===== config.mk =====
export PLATFORM = sky130hd
export DESIGN_NAME = mem_bus_ctrl
export DESIGN_NICKNAME = d
export VERILOG_FILES = /design/src/rtl/mem_bus_ctrl_pkg.sv /design/src/rtl/mem_bus_ctrl_flash_rd_seq.sv /design/src/rtl/mem_bus_ctrl.sv
export SDC_FILE = /design/constraint.sdc
export NUM_CORES = 1
export LEC_CHECK = 0
export CAP_MARGIN = 10
export CORE_ASPECT_RATIO = 0.5
export CORE_MARGIN = 2
export CORE_UTILIZATION = 34
export CTS_CLUSTER_DIAMETER = 120
export DETAILED_ROUTE_END_ITERATION = 7
export GPL_ROUTABILITY_DRIVEN = 1
export PLACE_DENSITY = 0.8
export SLEW_MARGIN = 40
export SYNTH_ARGS = -nofsm -noshare
export SYNTH_HDL_FRONTEND = slang
export SYNTH_HIERARCHICAL = 1
export SYNTH_SLANG_ARGS = --single-unit

===== constraint.sdc =====
create_clock -name clk -period 2.3 [get_ports clk]
set_input_delay 0.69 -clock clk [delete_from_list [all_inputs] [get_ports clk]]
set_output_delay 0.69 -clock clk [all_outputs]
set_load 0.01 [all_outputs]

===== src/rtl/mem_bus_ctrl_pkg.sv =====
// Shared types and constants for the physical memory bus controller.
// Flash support is selected by MEM_BUS_FLASH_EN at build time.
package mem_bus_ctrl_pkg;

    // state        | meaning
    // IDLE/DONE    | bus quiet; DONE pulses done_o for one cycle
    // SRAM_RD      | ce/oe low for SRAM_WAIT cycles
    // SRAM_WR_*    | setup 1 cycle, we pulse SRAM_WAIT cycles, hold 1 cycle
    // FLASH_LO/HI  | low then high halfword, FLASH_WAIT cycles each
    // ROM_RD       | sync ROM data returns; SIMPLE = serial, ignored or error
    typedef enum logic [3:0] {
        ST_IDLE,
        ST_SRAM_RD,
        ST_SRAM_WR_SETUP,
        ST_SRAM_WR_PULSE,
        ST_SRAM_WR_HOLD,
        ST_FLASH_LO,
        ST_FLASH_HI,
        ST_ROM_RD,
        ST_SIMPLE,
        ST_DONE
    } state_e;

    typedef enum logic [2:0] {
        DEV_NONE,
        DEV_SRAM,
        DEV_ROM,
        DEV_FLASH,
        DEV_SERIAL
    } dev_e;

    localparam logic [15:0] SER_DATA_OFS     = 16'h03F8;
    localparam logic [15:0] SER_STAT_OFS     = 16'h03FC;
    localparam logic [15:0] SER_STAT_ALT_OFS = 16'hF010;
    localparam int          STAT_TX_RDY_BIT  = 0;
    localparam int          STAT_RX_VLD_BIT  = 1;

    function automatic dev_e pick_dev(input logic hit, input logic sram, input logic rom,
                                      input logic flash, input logic serial);
        dev_e dev;
        if (!hit)        dev = DEV_NONE;
        else if (sram)   dev = DEV_SRAM;
        else if (rom)    dev = DEV_ROM;
        else if (flash)  dev = DEV_FLASH;
        else if (serial) dev = DEV_SERIAL;
        else             dev = DEV_NONE;
        return dev;
    endfunction

endpackage


===== src/rtl/mem_bus_ctrl_flash_rd_seq.sv =====
// Two-halfword flash read sequencer: per-phase wait counter and {hi,lo} assembly.
// Only built when MEM_BUS_FLASH_EN is defined.
`ifdef MEM_BUS_FLASH_EN
module flash_rd_seq #(
    parameter int unsigned FLASH_WAIT = 4
) (
    input  logic        clk,
    input  logic        rst,
    input  logic        load_i,
    input  logic        lo_i,
    input  logic        hi_i,
    input  logic [21:0] base_i,
    input  logic [15:0] flash_dq_i,
    output logic        phase_done_o,
    output logic [31:0] word_o,
    output logic [22:0] flash_addr_o,
    output logic        flash_ce_n,
    output logic        flash_oe_n
);

    localparam logic [3:0] CNT_INIT = 4'(FLASH_WAIT - 1);

    logic [3:0]  cnt_q, cnt_d;
    logic [15:0] lo_q, lo_d;
    logic        active;

    assign active = lo_i | hi_i;

    always_comb begin
        cnt_d = cnt_q;
        lo_d  = lo_q;
        if (load_i)
            cnt_d = CNT_INIT;
        else if (active && cnt_q != 4'd0)
            cnt_d = cnt_q - 4'd1;
        if (lo_i && cnt_q == 4'd0)
            lo_d = flash_dq_i;
    end

    always_ff @(posedge clk or negedge rst) begin
        if (!rst) begin
            cnt_q <= 4'd0;
            lo_q  <= 16'h0;
        end else begin
            cnt_q <= cnt_d;
            lo_q  <= lo_d;
        end
    end

    assign phase_done_o = active && (cnt_q == 4'd0);
    // High halfword goes straight from the pins into the word on the last HI cycle.
    assign word_o       = {flash_dq_i, lo_q};
    assign flash_addr_o = active ? {base_i, hi_i} : 23'h0;
    assign flash_ce_n   = ~active;
    assign flash_oe_n   = ~active;

endmodule
`endif


===== src/rtl/mem_bus_ctrl.sv =====
// Physical memory bus controller: SRAM, flash, boot ROM and UART accesses for pipeline load/store.
// Define MEM_BUS_FLASH_EN to build the flash read path; otherwise flash selects complete with an error.
module mem_bus_ctrl
    import mem_bus_ctrl_pkg::*;
#(
    parameter int unsigned SRAM_WAIT  = 1,
    parameter int unsigned FLASH_WAIT = 4
) (
    input  logic        clk,
    input  logic        rst,
    input  logic        req_i,
    input  logic        we_i,
    input  logic [3:0]  sel_i,
    input  logic [31:0] wdata_i,
    input  logic [31:0] addr_i,
    input  logic        hit_i,
    input  logic        sram_ce_i,
    input  logic        flash_ce_i,
    input  logic        rom_ce_i,
    input  logic        serial_ce_i,
    output logic [31:0] rdata_o,
    output logic        done_o,
    output logic        stall_o,
    output logic        addr_err_o,
    output logic [19:0] sram_addr_o,
    input  logic [31:0] sram_dq_i,
    output logic [31:0] sram_dq_o,
    output logic        sram_dq_oe,
    output logic        sram_ce_n,
    output logic        sram_oe_n,
    output logic        sram_we_n,
    output logic [3:0]  sram_be_n,
    output logic [22:0] flash_addr_o,
    input  logic [15:0] flash_dq_i,
    output logic        flash_ce_n,
    output logic        flash_oe_n,
    output logic [9:0]  rom_addr_o,
    input  logic [31:0] rom_data_i,
    input  logic [7:0]  uart_rx_data_i,
    input  logic        uart_rx_valid_i,
    output logic        uart_rx_ack_o,
    output logic [7:0]  uart_tx_data_o,
    output logic        uart_tx_start_o,
    input  logic        uart_tx_busy_i
);

    localparam logic [3:0] SRAM_CNT_INIT = 4'(SRAM_WAIT - 1);

    state_e      state_q, state_d;
    dev_e        dev_q, dev_d;
    logic        err_q, err_d;
    logic        we_q, we_d;
    logic [3:0]  sel_q, sel_d;
    logic [31:0] wdata_q, wdata_d;
    logic [31:0] addr_q, addr_d;
    logic [31:0] rdata_q, rdata_d;
    logic [3:0]  cnt_q, cnt_d;
    logic        rx_ack, tx_start;
    logic        fl_phase_done;
    logic [31:0] fl_word;
    logic        fl_load;
    logic        wr_phase;
    logic        unused_addr;

    always_comb begin
        state_d  = state_q;
        dev_d    = dev_q;
        err_d    = err_q;
        we_d     = we_q;
        sel_d    = sel_q;
        wdata_d  = wdata_q;
        addr_d   = addr_q;
        rdata_d  = rdata_q;
        cnt_d    = cnt_q;
        rx_ack   = 1'b0;
        tx_start = 1'b0;

        case (state_q)
            ST_IDLE: begin
                if (req_i) begin
                    addr_d  = addr_i;
                    we_d    = we_i;
                    sel_d   = sel_i;
                    wdata_d = wdata_i;
                    rdata_d = 32'h0;
                    err_d   = 1'b0;
                    dev_d   = pick_dev(hit_i, sram_ce_i, rom_ce_i, flash_ce_i, serial_ce_i);
                    case (dev_d)
                        DEV_SRAM:   state_d = we_i ? ST_SRAM_WR_SETUP : ST_SRAM_RD;
                        DEV_ROM:    state_d = we_i ? ST_SIMPLE : ST_ROM_RD;
`ifdef MEM_BUS_FLASH_EN
                        DEV_FLASH:  state_d = we_i ? ST_SIMPLE : ST_FLASH_LO;
`else
                        DEV_FLASH: begin
                            state_d = ST_SIMPLE;
                            err_d   = 1'b1;
                        end
`endif
                        DEV_SERIAL: state_d = ST_SIMPLE;
                        default: begin
                            state_d = ST_SIMPLE;
                            err_d   = 1'b1;
                        end
                    endcase
                end
            end
            ST_SRAM_RD: begin
                if (cnt_q == 4'd0) begin
                    rdata_d = sram_dq_i;
                    state_d = ST_DONE;
                end else begin
                    cnt_d = cnt_q - 4'd1;
                end
            end
            ST_SRAM_WR_SETUP: state_d = ST_SRAM_WR_PULSE;
            ST_SRAM_WR_PULSE: begin
                if (cnt_q == 4'd0)
                    state_d = ST_SRAM_WR_HOLD;
                else
                    cnt_d = cnt_q - 4'd1;
            end
            ST_SRAM_WR_HOLD: state_d = ST_DONE;
            ST_FLASH_LO: begin
                if (fl_phase_done)
                    state_d = ST_FLASH_HI;
            end
            ST_FLASH_HI: begin
                if (fl_phase_done) begin
                    rdata_d = fl_word;
                    state_d = ST_DONE;
                end
            end
            ST_ROM_RD: begin
                rdata_d = rom_data_i;
                state_d = ST_DONE;
            end
            ST_SIMPLE: begin
                state_d = ST_DONE;
                if (dev_q == DEV_SERIAL && !err_q) begin
                    if (!we_q) begin
                        if (addr_q[15:0] == SER_DATA_OFS) begin
                            if (uart_rx_valid_i) begin
                                rdata_d = {24'h0, uart_rx_data_i};
                                rx_ack  = 1'b1;
                            end
                        end else if (addr_q[15:0] == SER_STAT_OFS ||
                                     addr_q[15:0] == SER_STAT_ALT_OFS) begin
                            rdata_d                  = 32'h0;
                            rdata_d[STAT_TX_RDY_BIT] = ~uart_tx_busy_i;
                            rdata_d[STAT_RX_VLD_BIT] = uart_rx_valid_i;
                        end
                    end else if (addr_q[15:0] == SER_DATA_OFS && !uart_tx_busy_i) begin
                        tx_start = 1'b1;
                    end
                end
            end
            ST_DONE: state_d = ST_IDLE;
            default: state_d = ST_IDLE;
        endcase

        if (state_d != state_q && (state_d == ST_SRAM_RD || state_d == ST_SRAM_WR_PULSE))
            cnt_d = SRAM_CNT_INIT;
    end

    always_ff @(posedge clk or negedge rst) begin
        if (!rst) begin
            state_q <= ST_IDLE;
            dev_q   <= DEV_NONE;
            err_q   <= 1'b0;
            we_q    <= 1'b0;
            sel_q   <= 4'h0;
            wdata_q <= 32'h0;
            addr_q  <= 32'h0;
            rdata_q <= 32'h0;
            cnt_q   <= 4'd0;
        end else begin
            state_q <= state_d;
            dev_q   <= dev_d;
            err_q   <= err_d;
            we_q    <= we_d;
            sel_q   <= sel_d;
            wdata_q <= wdata_d;
            addr_q  <= addr_d;
            rdata_q <= rdata_d;
            cnt_q   <= cnt_d;
        end
    end

    assign fl_load = (state_d != state_q) &&
                     (state_d == ST_FLASH_LO || state_d == ST_FLASH_HI);

`ifdef MEM_BUS_FLASH_EN
    flash_rd_seq #(
        .FLASH_WAIT (FLASH_WAIT)
    ) u_flash_rd_seq (
        .clk          (clk),
        .rst          (rst),
        .load_i       (fl_load),
        .lo_i         (state_q == ST_FLASH_LO),
        .hi_i         (state_q == ST_FLASH_HI),
        .base_i       (addr_q[23:2]),
        .flash_dq_i   (flash_dq_i),
        .phase_done_o (fl_phase_done),
        .word_o       (fl_word),
        .flash_addr_o (flash_addr_o),
        .flash_ce_n   (flash_ce_n),
        .flash_oe_n   (flash_oe_n)
    );
`else
    logic unused_flash;

    assign fl_phase_done = 1'b0;
    assign fl_word       = 32'h0;
    assign flash_addr_o  = 23'h0;
    assign flash_ce_n    = 1'b1;
    assign flash_oe_n    = 1'b1;
    assign unused_flash  = ^{flash_dq_i, addr_q[23:22], fl_load, 4'(FLASH_WAIT)};
`endif

    assign unused_addr = ^addr_q[31:24];

    assign wr_phase   = (state_q == ST_SRAM_WR_SETUP) || (state_q == ST_SRAM_WR_PULSE) ||
                        (state_q == ST_SRAM_WR_HOLD);
    assign done_o     = (state_q == ST_DONE);
    assign addr_err_o = done_o & err_q;
    assign stall_o    = req_i & ~done_o;
    assign rdata_o    = rdata_q;

    assign sram_addr_o = addr_q[21:2];
    assign sram_dq_o   = wdata_q;
    assign sram_dq_oe  = wr_phase;
    assign sram_ce_n   = ~(wr_phase || state_q == ST_SRAM_RD);
    assign sram_oe_n   = ~(state_q == ST_SRAM_RD);
    assign sram_we_n   = ~(state_q == ST_SRAM_WR_PULSE);
    assign sram_be_n   = (state_q == ST_SRAM_RD) ? 4'b0000 : (wr_phase ? ~sel_q : 4'b1111);

    // The ROM registers its address, so present it on the accepting edge to get data in ROM_RD.
    assign rom_addr_o = (state_q == ST_IDLE && req_i) ? addr_i[11:2] : addr_q[11:2];

    assign uart_rx_ack_o   = rx_ack;
    assign uart_tx_start_o = tx_start;
    assign uart_tx_data_o  = wdata_q[7:0];

endmodule

# Yosys cells after proc, flatten, opt, wreduce, memory -nomap -nowiden
# Cells that the tools add are included.
# totals
regBits,103
input_bits,167
out_inout_bits,140
elab_cells,104
# op_classes
n_addsub,1
eq_ne,26
n_mux,38
n_bitwise,8
n_reduce_logical,22
# op_table
cell,n
32-bit two-way mux,7
32-bit case mux with 4 select lines,1
4-bit two-way mux,9
"16-bit by 10-bit equality test with 1-bit output, second input constant",2
4-bit case mux with 6 select lines,1
3-bit two-way mux,7
"16-bit equality test, second input constant",1
"4-bit by 3-bit equality test with 1-bit output, second input constant",4
"4-bit by 2-bit equality test with 1-bit output, second input constant",3
1-bit two-way mux,10
10-bit two-way mux,1
"4-bit by 1-bit equality test with 1-bit output, second input constant",2
"4-bit equality test, second input constant",2
4-bit zero test,2
"2-bit != test, second input constant",4
4-bit case mux with 2 select lines,1
7-bit AND reduction,1
"3-bit equality test, second input constant",2
"3-bit != test, second input constant",2
3-bit OR reduction,2
1-bit logical OR,5
1-bit inverter,5
1-bit logical AND,4
4-bit != test,1
12 further kinds,16

# Logic depth before layout (Yosys ltp)
# Gate-level depths: netlist of the first run.
# depth
word_depth,16
mapped_depth,8
mapped_depth_nobuf,7

# Worst setup path before layout of the first run
# No wires, ideal clock.
# synth_path
kind,reg2out
start,reg addr_q[13]
end,out uart_rx_ack_o
arrival_ns,1.852
required_time_ns,1.610
path_slack_ns,-0.242
path_stages_with_launch,5
path_buffers,0
cell_sequence,dfrtp_1 or4_4 nor3_4 nand3_1 nor4_1
# synth_via
elab_chain_len,5
# synth_lines
element,line,rtl
"start, declared",mem_bus_ctrl.sv:55,"logic [31:0] addr_q, addr_d;"
"start signal, assigned",mem_bus_ctrl.sv:183,addr_q <= addr_d;
16-bit by 10-bit equality test with 1-bit output,mem_bus_ctrl.sv:141,if (addr_q[15:0] == SER_DATA_OFS) begin
1-bit two-way mux,mem_bus_ctrl.sv:141,
1-bit two-way mux,mem_bus_ctrl.sv:140,if (!we_q) begin
1-bit two-way mux,mem_bus_ctrl.sv:139,if (dev_q == DEV_SERIAL && !err_q) begin
1-bit two-way mux,mem_bus_ctrl.sv:78,case (state_q)
"end, declared",mem_bus_ctrl.sv:41,"output logic uart_rx_ack_o,"
# No other way between the ends.

# Worst setup path in the final report of the first run
# layout_path
start,reg addr_q[14]
end,out uart_rx_ack_o
# Same word-level chain as after synthesis.

==> results of run 1 <==
==> stage by stage <==
step | hold WS, ps | setup TNS (ps)
after CTS | 371.2 | -11000
after global placement | 453.1 | -28300
after global routing | 397.7 | -18430
after detailed placement | 462.6 | -31020
final | 354.3 | -13810
after floorplan | 394.4 | -2006
==> final cells by class <==
cell class                      count  area, um^2  area share [%]
Clock buffer                       12       256.5           2.815
Clock inverter                      4       28.78          0.3158
Inverter                           14       55.05          0.6042
Multi-Input combinational cell    374        2471           27.12
Sequential cell                   103        2580           28.32
Tap cell                          198       247.7           2.719
Timing Repair Buffer              357        3472           38.11
==> placed cells by master, fill, tap and decap left out, types with 3 or more instances in the layout <==
cell,instances
nand2_2,7
nand2_1,164
buf_2,8
clkdlybuf4s50_1,230
buf_6,30
o21ai_0,12
nor3b_1,3
a22oi_1,8
a22o_1,24
nand2_4,14
mux2_1,4
nor2_2,4
buf_12,4
nand4_1,3
nor4_4,3
dfrtp_1,101
clkbuf_16,10
conb_1,25
nor2_1,7
buf_4,79
nor2b_1,6
a21oi_2,3
xor2_1,3
inv_1,13
mux2i_1,3
mux2_2,27
==> per-layer routing <==
metal / up-vias / track usage (%) / wire length (um)
met5: - / 0 / 0
met2: 263 / 39.25 / 9999
met4: 0 / 9.824 / 1144
met1: 2556 / 23.13 / 7050
met3: 92 / 3.559 / 1164
li1: 2385 / - / -
==> worst register-to-register path, cell delays in order, from the launching register on <==
cell	delay, ps
dfrtp_1	380
or4b_4	560
buf_4	150
nor4_2	290
o21ai_2	130
a221oi_4	320
buf_6	170
bufbuf_16	260
mux2_2	330
==> state kept, by name, summed over array words and instances (netlist names) <==
register	flops
sel_q	4
we_q	1
state_q	4
cnt_q	4
addr_q	22
dev_q	3
rdata_o	32
sram_dq_o	32
err_q	1
==> what timing repair did <==
action / 4_1_cts / 5_1_grt
cloned: 2 / 2
pin swaps: 13 / 32
setup endpoints to repair: 60 / 59
resized for setup: 134 / 66
setup buffers: 23 / 18
==> logic make-up (layout without fill, tap and decap cells) <==
logic type,after synthesis,count (layout),share of synthesized area [%]
compound gates,65,65,9.499
xor+xnor,4,4,0.6751
fa+ha+maj,1,1,0.2410
buf+inv,97,387,11.33
flops,103,103,49.66
mux,35,35,7.522
other cells,2,25,0.1447
simple gates,243,244,20.93
==> worst paths after layout <==
check	slack [ps]	end	cells after the start
worst max-delay path	-550	uart_rx_ack_o	5
worst min-delay path	350	sram_dq_o[22]	1
worst max register to register	-390	rdata_o[22]	8
worst min register to register	480	addr_q[19]	2
max in group asynchronous	1350	dev_q[2]	2
min in group clk	480	addr_q[19]	2
==> power breakdown <==
group / total, mW / switching (mW) / leakage (nW) / internal [mW]
clock network: 1.49 / 0.691 / 0.135 / 0.797
logic: 7.40 / 3.29 / 2.85 / 4.11
registers: 3.03 / 0.483 / 1.31 / 2.54
total: 11.9 / 4.47 / 4.29 / 7.45
==> summary.txt, run 1 <==
Run status
  – Status: finished with violations
  – Failing checks: setup timing

CTS
  – TritonCTS clock tree: yes
  – Clock Path Buffers: 2
  – Clock sinks: 103
  – Hold-fix buffers, CTS: 0
  – Clk pin slew, worst setup/hold paths: 70 ps
  – Clock latency on the worst-skew pair: 350 ps
  – CTS Buf Count: 9
  – CTS Root Buffer Type: clkbuf_16
  – H-Tree Level Count: 3

Layout
  – Post-route design area: 0.009111 mm^2
  – Layout Cells excl Fill: 1062
  – Share of cells above drive strength 1: 26.50%
  – Final Core Density: 61.98%
  – Fillers: 1091
  – Nets: 1027
  – Synth-to-Final Area Change: 75.55%
  – Diode count: 0

Timing
  – FMAX: 350.7 MHz
  – Worst-Margin Slew: 609.6 ps
  – Setup slack after layout: -551.0 ps
  – Final Setup Violations: 55
  – Max-slew violations: 0
  – Post-route minimum period: 2851 ps
  – Fin. Hold Viols: 0
  – Tcrit/Tclk final: 124.0%
  – Skew final: 7.599 ps
  – Slew Limit Headroom: 59.36%
  – RSZ-0062 raised after global routing: true

Critical path
  – Critical Path Sink Type: output port
  – Critical path buffers and inverters: 1
  – WP data arrival: 2160 ps
  – Critical path cell sequence: or4_4, nor3_4, nand3_4, nor4_4, buf_2
  – Required time of the worst setup path: 1610 ps
  – Worst path max stage delay: 570 ps
  – CP startpoint kind: register
  – Critical Path Start: addr_q[14]
  – Family with the most delay on the worst path: simple AND/OR/NAND/NOR gates
  – Worst Path Max Fanout: 3
  – Critical-path top delay cell: or4_4
  – Reg-to-Reg Start: addr_q[10]
  – Critical path class: register to output port

Logic synthesis
  – Synth top area share: 49.66%
  – Synth cell types: 54
  – EDFF count, synth: 0
  – Synth warn: 6
  – Syn Area/Cell: 9.436 um^2
  – Top_reg_cell synth: dfrtp_1
  – Register bit count reported by yosys: 103
  – Sequential fraction of the synthesis area: 49.66%
  – Area leader, netlist: dfrtp_1
  – Post-synth ARST share: 100.0%
  – Cell with the most instances after synthesis: nand2_1
  – Post-synthesis cell area: 0.005190 mm^2
  – Top area cells in the synthesized netlist: dfrtp_1 50%, nand2_1 13%, buf_4 7.7%
  – Most frequent cells after synthesis: 186 x nand2_1, 103 x dfrtp_1, 53 x buf_4
  – Syn Inst Count: 550

Power
  – P_leak: 4.295 nW
  – Power Total: 11.92 mW
  – VDD IR-drop max: 0.6019 mV
  – PwrDens: 1308 mW/mm^2

GRT
  – Antenna violations before repair: 0
  – Total gr overflow: 0
  – First-pass GRT wire length: 26.54 mm
  – Vias in the first global route: 5068
  – Total GRT Usage: 21.01%
  – Pin count of the biggest net entering global routing: 52

Drt
  – Drt total wl: 19.36 mm
  – Initial drt markers: 232
  – Via density per instance: 4.987
  – # DRC: 0
  – ANT nets after route: 0
  – DR vias: 5296
  – DR pass1 iterations: 6
  – Average routed wire per standard cell: 18.23 um

Placed design
  – Cell Area, Placed: 0.008120 mm^2
  – Gp weighted congestion: 0.8570
  – Final HPWL from detailed placement: 12.47 mm
  – Port-buffer cells: 255
  – Post-Place Worst Slack: -735.6 ps
  – Dpl cells: 1006

Floorplan
  – Initial core utilization: 35.31%
  – Num rows: 31
  – Die height: 91.37 um
  – Die width: 178.7 um
  – Core area: 0.01470 mm^2
  – I/O pins: 307
  – Die area: 0.01633 mm^2

Worst hold path
  – Hold crit path type: input port to asynchronous set/reset pin

Job
  – Number of max-cap violations: 0
(Power assumes the default switching activity.)
==> inputs of run 2 (changes only) <==
--- a/config.mk
+++ b/config.mk
@@ -9,6 +9,7 @@
 export CORE_ASPECT_RATIO = 0.5
 export CORE_MARGIN = 2
 export CORE_UTILIZATION = 34
+export CTS_BUF_LIST = sky130_fd_sc_hd__clkbuf_4 sky130_fd_sc_hd__clkbuf_8 sky130_fd_sc_hd__clkbuf_16
 export CTS_CLUSTER_DIAMETER = 120
 export DETAILED_ROUTE_END_ITERATION = 7
 export GPL_ROUTABILITY_DRIVEN = 1
==> summary.txt, run 2 (synthesized netlist as in run 1, its figures left out) <==
Timing
  – Max-slew violations: 0
  – Setup slack after layout: -551.1 ps
  – Slew Limit Headroom: 59.17%
  – Worst-Margin Slew: 612.5 ps
  – Skew final: 7.635 ps
  – RSZ-0062 raised after global routing: true
  – Final Setup Violations: 55
  – Post-route minimum period: 2851 ps
  – Setup_tns: -13840 ps
  – Fin. Hold Viols: 0
  – Worst Hold Slack: 355.4 ps
  – Tcrit/Tclk final: 124.0%
  – FMAX: 350.7 MHz

Drt
  – # DRC: 0
  – Initial drt markers: 232
  – DR vias: 5280
  – DR pass1 iterations: 5
  – Via density per instance: 4.972
  – Drt total wl: 19.33 mm
  – Average routed wire per standard cell: 18.20 um
  – ANT nets after route: 0

Run status
  – Failing checks: setup timing
  – Status: finished with violations

Placed design
  – Gp weighted congestion: 0.8570
  – Post-Place Worst Slack: -735.6 ps
  – Cell Area, Placed: 0.008120 mm^2
  – Dpl cells: 1006
  – Port-buffer cells: 255
  – Final HPWL from detailed placement: 12.47 mm

Critical path
  – Critical Path Sink Type: output port
  – Worst Path Max Fanout: 3
  – Critical path buffers and inverters: 1
  – CP startpoint kind: register
  – WP data arrival: 2160 ps
  – Reg-to-reg slack, setup: -390 ps
  – Critical path class: register to output port
  – Critical-path top delay cell: or4_4
  – Critical path cell sequence: or4_4, nor3_4, nand3_4, nor4_4, buf_2
  – Family with the most delay on the worst path: simple AND/OR/NAND/NOR gates
  – Required time of the worst setup path: 1610 ps
  – Worst path max stage delay: 570 ps

CTS
  – Clock sinks: 103
  – TritonCTS clock tree: yes
  – CTS Buf Count: 9
  – Clk pin slew, worst setup/hold paths: 70 ps
  – Clock Path Buffers: 2
  – Hold-fix buffers, CTS: 0
  – H-Tree Level Count: 3
  – Clock latency on the worst-skew pair: 350 ps
  – CTS Root Buffer Type: clkbuf_16

Layout
  – Diode count: 0
  – Share of cells above drive strength 1: 26.62%
  – Nets: 1027
  – Commonest non-fill, non-tap cells in the layout: 230 x clkdlybuf4s50_1, 164 x nand2_1, 101 x dfrtp_1, 79 x buf_4, 30 x buf_6
  – Post-route design area: 0.009115 mm^2
  – Layout Cells excl Fill: 1062
  – Synth-to-Final Area Change: 75.63%
  – Final Core Density: 62.01%
  – Commonest non-fill, non-tap cell in the layout: clkdlybuf4s50_1

Floorplan
  – Die area: 0.01633 mm^2
  – Die width: 178.7 um
  – Num rows: 31
  – I/O pins: 307
  – Core area: 0.01470 mm^2
  – Initial core utilization: 35.31%
  – Die height: 91.37 um

Power
  – Power Total: 11.93 mW
  – VDD IR-drop max: 0.6058 mV
  – PwrDens: 1309 mW/mm^2
  – Cell Int Power: 7.463 mW
  – NetSw: 4.471 mW
  – Clock power share: 12.6%
  – P_leak: 4.298 nW
  – Logic gate share of total power: 62.1%
  – Sw Share: 37.47%
  – Share of power burned in registers: 25.4%

GRT
  – Total GRT Usage: 21.01%
  – First-pass GRT wire length: 26.54 mm
  – Total gr overflow: 0
  – Vias in the first global route: 5068
  – Antenna violations before repair: 0
  – Pin count of the biggest net entering global routing: 52

Worst hold path
  – Hold crit path type: input port to asynchronous set/reset pin

Job
  – Number of max-cap violations: 0
run 2: final cells by class:
| cell class | count | area, um^2 |
|---|---|---|
| clock buffer | 12 | 260.3 |
| clock inverter | 4 | 28.78 |
| fill | 1091 | 5585 |
| inverter | 14 | 55.05 |
| multi-input combinational | 374 | 2471 |
| sequential | 103 | 2580 |
| tap | 198 | 247.7 |
| timing repair buffer | 357 | 3472 |
run 2: worst paths after layout:
check	from	end	cells after the start
setup / recovery	addr_q[14]	uart_rx_ack_o	5
hold reg to reg	addr_q[19]	addr_q[19]	2
setup reg to reg	addr_q[10]	rdata_o[16]	8
min in group clk	addr_q[19]	addr_q[19]	2
max in group asynchronous	rst	dev_q[2]	2
hold / removal	rst	sram_dq_o[22]	1
run 2: routing by layer:
| metal | GRT usage (%) | wire [um] | vias to the layer above |
|---|---|---|---|
| met1 | 23.13 | 7050 | 2544 |
| met4 | 9.824 | 1116 | 0 |
| li1 | - | - | 2385 |
| met5 | 0 | 0 | - |
| met3 | 3.559 | 1139 | 90 |
| met2 | 39.25 | 10030 | 261 |
run 2: worst reg2reg max path, stage by stage (launching register included):
cell and delay, ps:
dfrtp_1 380, or4b_4 560, buf_4 150, nor4_2 290, o21ai_2 130, a221oi_4 320, buf_6 170, bufbuf_16 260
mux2_2 320
run 2: power by group through the flow:
stage	clock network, mW	registers (mW)	logic (mW)
CTS	1.54	3.02	6.62
floorplan	0	3.16	2.91
detailed placement	0	3.04	5.87
global placement	0	3.00	5.74
global route	1.62	3.11	7.84
finish	1.50	3.03	7.41
run 2: timing repair:
action | 4_1_cts | 5_1_grt
setup buffers | 23 | 18
cloned | 2 | 2
pin swaps | 13 | 32
gates resized for setup | 134 | 66
setup endpoints to repair | 60 | 59
